[config.mk]
export PLATFORM = sky130hd
export DESIGN_NAME = fb_scanout
export DESIGN_NICKNAME = d
export VERILOG_FILES = /design/src/rtl/fb_scanout.sv
export SDC_FILE = /design/constraint.sdc
export NUM_CORES = 1
export LEC_CHECK = 0
export ABC_CLOCK_PERIOD_IN_PS = 6650
export BUFFER_PORTS_ARGS = -buffer_cell sky130_fd_sc_hd__buf_4
export CELL_PAD_IN_SITES_DETAIL_PLACEMENT = 1
export CELL_PAD_IN_SITES_GLOBAL_PLACEMENT = 1
export CORE_UTILIZATION = 44
export CTS_CLUSTER_DIAMETER = 100
export CTS_CLUSTER_SIZE = 40
export DETAILED_ROUTE_END_ITERATION = 10
export GPL_TIMING_DRIVEN = 0
export MAX_ROUTING_LAYER = met4
export PLACE_DENSITY = 0.91
export SLEW_MARGIN = 20
export SYNTH_ARGS = -nofsm -noshare
export SYNTH_HDL_FRONTEND = slang
export SYNTH_SLANG_ARGS = --single-unit
[constraint.sdc]
create_clock -name Clck -period 6.65 [get_ports Clck]
set_input_delay 0.3325 -clock Clck [delete_from_list [all_inputs] [get_ports Clck]]
set_output_delay 0.3325 -clock Clck [all_outputs]
set_load 0.1 [all_outputs]
[src/rtl/fb_scanout.sv]
`default_nettype none
// ============================================================================
// Module  : fb_scanout
// Brief   : 640x480@60 VGA scan-out of a 160x120 {R,G,B} framebuffer, 4x4 upscale
// Revision: 1.0
// ============================================================================
module fb_scanout #(
    parameter int H_ACTIVE    = 640,
    parameter int H_FP        = 16,
    parameter int H_SYNC      = 96,
    parameter int H_BP        = 48,
    parameter int V_ACTIVE    = 480,
    parameter int V_FP        = 10,
    parameter int V_SYNC      = 2,
    parameter int V_BP        = 33,
    parameter int FB_WIDTH    = 160,
    parameter int SCALE_SHIFT = 2,
    parameter int COLOR_BITS  = 3,
    parameter int ADDR_BITS   = 15
) (
    input  logic                  Clck,
    input  logic                  Reset,
    output logic [ADDR_BITS-1:0]  fb_rd_addr,
    input  logic [COLOR_BITS-1:0] fb_rd_data,
    output logic                  frame_start,
    output logic                  VGA_CLK,
    output logic                  VGA_HS,
    output logic                  VGA_VS,
    output logic                  VGA_BLANK_N,
    output logic                  VGA_SYNC_N,
    output logic [9:0]            VGA_R,
    output logic [9:0]            VGA_G,
    output logic [9:0]            VGA_B
);

    localparam int H_TOTAL = H_ACTIVE + H_FP + H_SYNC + H_BP;
    localparam int V_TOTAL = V_ACTIVE + V_FP + V_SYNC + V_BP;
    localparam int HW      = $clog2(H_TOTAL);
    localparam int VW      = $clog2(V_TOTAL);

    localparam logic [HW-1:0] c_h_last   = HW'(H_TOTAL - 1);
    localparam logic [VW-1:0] c_v_last   = VW'(V_TOTAL - 1);
    localparam logic [HW-1:0] c_h_act    = HW'(H_ACTIVE);
    localparam logic [VW-1:0] c_v_act    = VW'(V_ACTIVE);
    localparam logic [HW-1:0] c_hs_first = HW'(H_ACTIVE + H_FP);
    localparam logic [HW-1:0] c_hs_last  = HW'(H_ACTIVE + H_FP + H_SYNC - 1);
    localparam logic [VW-1:0] c_vs_first = VW'(V_ACTIVE + V_FP);
    localparam logic [VW-1:0] c_vs_last  = VW'(V_ACTIVE + V_FP + V_SYNC - 1);

    logic                  r_ph;
    logic [HW-1:0]         r_h_cnt;
    logic [VW-1:0]         r_v_cnt;
    logic [ADDR_BITS-1:0]  r_addr;
    logic                  r_hs1;
    logic                  r_vs1;
    logic                  r_act1;
    logic                  r_hs;
    logic                  r_vs;
    logic                  r_blank_n;
    logic [COLOR_BITS-1:0] r_rgb;
    logic                  r_frame_start;

    logic                  w_active;
    logic                  w_hs_raw;
    logic                  w_vs_raw;
    logic [HW-1:0]         w_x;
    logic [VW-1:0]         w_y;
    logic [ADDR_BITS-1:0]  w_y_ext;
    logic [ADDR_BITS-1:0]  w_addr;

    assign w_active = (r_h_cnt < c_h_act) && (r_v_cnt < c_v_act);
    assign w_hs_raw = !((r_h_cnt >= c_hs_first) && (r_h_cnt <= c_hs_last));
    assign w_vs_raw = !((r_v_cnt >= c_vs_first) && (r_v_cnt <= c_vs_last));
    assign w_x      = r_h_cnt >> SCALE_SHIFT;
    assign w_y      = r_v_cnt >> SCALE_SHIFT;
    assign w_y_ext  = ADDR_BITS'(w_y);

    generate
        if (FB_WIDTH == 160) begin : g_addr_shift
            // 160 = 128 + 32, so the row offset is two shifted copies of y
            assign w_addr = (w_y_ext << 7) + (w_y_ext << 5) + ADDR_BITS'(w_x);
        end else begin : g_addr_mul
            localparam logic [ADDR_BITS-1:0] c_fb_width = ADDR_BITS'(FB_WIDTH);
            assign w_addr = (w_y_ext * c_fb_width) + ADDR_BITS'(w_x);
        end
    endgenerate

    always_ff @(posedge Clck) begin
        if (Reset) begin
            r_ph          <= 1'b0;
            r_h_cnt       <= '0;
            r_v_cnt       <= '0;
            r_addr        <= '0;
            r_hs1         <= 1'b1;
            r_vs1         <= 1'b1;
            r_act1        <= 1'b0;
            r_hs          <= 1'b1;
            r_vs          <= 1'b1;
            r_blank_n     <= 1'b0;
            r_rgb         <= '0;
            r_frame_start <= 1'b0;
        end else begin
            r_ph          <= ~r_ph;
            // Raised for exactly the Clck cycle in which the (0,0) tick is taken
            r_frame_start <= ~r_ph && (r_h_cnt == '0) && (r_v_cnt == '0);
            if (r_ph) begin
                if (r_h_cnt == c_h_last) begin
                    r_h_cnt <= '0;
                    r_v_cnt <= (r_v_cnt == c_v_last) ? '0 : r_v_cnt + 1'b1;
                end else begin
                    r_h_cnt <= r_h_cnt + 1'b1;
                end

                if (w_active) begin
                    r_addr <= w_addr;
                end
                r_hs1  <= w_hs_raw;
                r_vs1  <= w_vs_raw;
                r_act1 <= w_active;

                r_hs      <= r_hs1;
                r_vs      <= r_vs1;
                r_blank_n <= r_act1;
                r_rgb     <= r_act1 ? fb_rd_data : '0;
            end
        end
    end

    assign fb_rd_addr  = r_addr;
    assign frame_start = r_frame_start;
    assign VGA_CLK     = r_ph;
    assign VGA_HS      = r_hs;
    assign VGA_VS      = r_vs;
    assign VGA_BLANK_N = r_blank_n;
    assign VGA_SYNC_N  = 1'b0;
    assign VGA_R       = {10{r_rgb[2]}};
    assign VGA_G       = {10{r_rgb[1]}};
    assign VGA_B       = {10{r_rgb[0]}};

endmodule
`default_nettype wire

==> impl_metrics.py <==
metrics = {
    "status": {
        "status": "completed",
    },
    "routing": {
        "dr_total_vias": 2463,
        "vias_per_cell": 5.572,
        "drc": 0,
        "drt-pass1-iter-count": 4,
        "wirelength_um": 7623,
        "postRouteAntennaNets": 0,
        "drt-wirelength-per-cell_um": 17.25,
        "drt-initial-drc-count": 131,
    },
    "sta": {
        "setup_tns_ps": 0,
        "fmax_mhz": 342.3,
        "fin_skew_ps": 7.122,
        "hold_viol_final": 0,
        "rsz0062_at_grt": "no",
        "relSlewSlack_pct": 57.55,
        "period_needed_ps": 2921,
        "period_share_pct": 43.93,
        "maxSlewViolCount": 0,
        "worst_pin_slew_ps": 630.9,
        "setup_viol": 0,
    },
    "placed_design": {
        "place_congestion": 0.8307,
        "placed_cells": 434,
        "io_buffers": 54,
        "hpwl_um": 5744,
    },
    "setup_path": {
        "worstPathRequired_ps": 6900,
        "cp-end-kind": "flip-flop",
        "start_kind": "flip-flop",
        "crit_slowest_cell": "fa_1",
        "arrival_ps": 3170,
        "critPathMaxFanout": 5,
        "slowest_delay_ps": 560,
        "critPathKind": "flip-flop to flip-flop",
        "crit_chain": "inv_1 -> fa_1 -> inv_1 -> fa_1 -> a211oi_1 -> o21ai_0 -> a2111o_1 -> nand3_1",
    },
    "run": {
        "maxCapViolations": 0,
    },
    "logic_synthesis": {
        "yosys.cell_count.top_type": "dfxtp_1",
        "synth_ff_type": "dfxtp_1",
        "ys_ff_latch": 46,
        "synth.cells.most_frequent": "dfxtp_1, buf_4, a21oi_1",
        "synth_area_leaders": "dfxtp_1, ha_1, buf_4, a21oi_1, nand3_1",
        "synth_enable_flop_cells": 0,
        "yosysWarnings": 0,
        "synthCells": 308,
        "synth_nets": 334,
        "yosysTopAreaCell": "dfxtp_1",
        "synthesis.area_per_instance_um2": 8.628,
        "synthArstFlopShare_pct": 0,
        "ys_seq_area_share_pct": 34.65,
        "synth_area_um2": 2658,
        "synth.distinct_cells": 50,
        "synth_top_area_share_pct": 34.65,
    },
    "layout": {
        "insertedDiodeCount": 0,
        "regArea_um2": 920.9,
        "area.growth.synth_to_final_pct": 22.08,
        "drive_above_1_share_pct": 27.84,
        "layout.cells.non_filler": 442,
        "fillerInstances": 703,
        "nets": 395,
        "multiInputGateArea_um2": 1419,
    },
    "clock_network": {
        "htreeDepth": 2,
        "post_cts_buffers": 0,
        "cts.sinks": 46,
        "clk_path_buf_depth": 2,
        "post_cts_resize_count": 0,
        "cts_buffers": 5,
        "ctsHoldBuffers": 0,
        "cts_tree": "built",
        "insertion_delay_ps": 300,
        "cts.clk_slew.worst_paths_ps": 90,
        "cts-root-buf": "clkbuf_8",
    },
    "grt": {
        "overflow": 0,
        "grtUsageTotal_pct": 26.56,
        "grt_max_degree": 14,
        "grt_pass1_wl_um": 12690,
        "grt_antenna_before_repair": 0,
        "grt_pass1_vias": 2542,
    },
    "pwr": {
        "p_clk_share_pct": 32.5,
        "p_leak_uw": 0.001476,
        "switching_share_pct": 30.68,
        "combPwrFrac_pct": 16.3,
        "ir_drop_mv": 0.07772,
        "sequentialPowerShare_pct": 51.2,
        "power.density_nw_per_um2": 170.7,
        "p_switching_uw": 169.9,
        "intPower_uw": 384.0,
    },
    "floorplan": {
        "start_util_pct": 46.83,
        "dieHeight_um": 79.72,
        "die-area_um2": 6354,
        "coreArea_um2": 5675,
        "std_cell_rows": 27,
        "io_pins": 56,
        "fp.dieW_um": 79.72,
    },
    "hold_path": {
        "hp-class": "primary input to flip-flop",
    },
}
## flip-flops by register name, indices dropped and copies added, names as in the netlist
name,count
VGA_BLANK_N,1
VGA_CLK,1
VGA_HS,1
VGA_VS,1
fb_rd_addr,15
frame_start,1
r_act1,1
r_h_cnt,10
r_hs1,1
r_rgb,3
r_v_cnt,10
r_vs1,1
## per-layer routing
layer,global-route usage [%],part of all wire (%)
met3,5.371,5.6
met4,10.91,2.8
met1,30.80,42
met5,-,0
met2,44.62,49
## metrics by stage
step                power (uW)  setup slack [ps]  utilization [%]  cell area, um^2  hold slack (ps)
floorplan                359.2              4134                -             2658            410.7
global placement         377.5              3936            55.56             3153            442.1
CTS                      555.4              3719            57.16             3244            266.5
finish                   553.9              3729            57.16             3244            275.2
detailed placement       379.7              3779            55.56             3153            456.6
global route             575.2              3580            57.16             3244            280.4
## worst paths after layout
path,start,endpoint,slack (ps),depth (start not counted)
setup / recovery,r_h_cnt[9],fb_rd_addr[12],3730,8
hold / removal,Reset,VGA_CLK,280,2
hold reg to reg,fb_rd_addr[5],fb_rd_addr[5],470,2
setup reg to reg,r_h_cnt[9],fb_rd_addr[12],3730,8
## cell usage in the layout (no fill, tap or decap), types with 7 or more instances in the layout
master / n
inv_1: 13
buf_4: 82
nand2b_1: 8
o21ai_0: 11
nand2_1: 24
xnor2_1: 8
nor3_1: 8
ha_1: 19
clkbuf_1: 11
nand4_1: 7
nand3_1: 19
nor2_1: 17
dfxtp_1: 46
a21oi_1: 25
## kinds of logic (layout without fill, tap and decap cells)
| kind of cell | Yosys count | in the layout | share of synthesized area (%) |
|---|---|---|---|
| XOR/XNOR | 13 | 13 | 4.284 |
| AND/OR/NAND/NOR | 115 | 115 | 24.77 |
| AO/OA/AOI/OAI | 54 | 54 | 12.24 |
| flip-flops | 46 | 46 | 34.65 |
| buffers and inverters | 54 | 116 | 11.96 |
| adder cells (fa/ha/maj) | 21 | 21 | 10.45 |
| multiplexers | 4 | 4 | 1.507 |
| other | 1 | 1 | 0.1411 |
## power by group through the flow
| stage | combinational [uW] | sequential [uW] | clock, uW |
|---|---|---|---|
| 6_report | 90.3 | 283 | 180 |
| 5_1_grt | 94.2 | 284 | 197 |
| 4_1_cts | 90.4 | 283 | 182 |
| 3_5_place_dp | 89.8 | 290 | 0 |
| 3_3_place_gp | 88.2 | 289 | 0 |
| 2_1_floorplan | 52.5 | 307 | 0 |
## worst max-delay path, delay by kind of cell (launching register included)
kind                     cells  cell delay [ps]
AO/OA/AOI/OAI                3             1080
AND/OR/NAND/NOR              1               90
flip-flops                   1              440
buffers and inverters        2              210
adder cells (fa/ha/maj)      2             1050
## final cells by class
class	instances	area share (%)
sequential	46	28.38
clock buffer	7	2.661
clock inverter	1	0.1543
tap	72	2.777
timing repair buffer	54	12.50
multi-input combinational	208	43.73
buffer	41	8.292
inverter	13	1.504
Note: power is estimated with default switching activity, not from simulation.
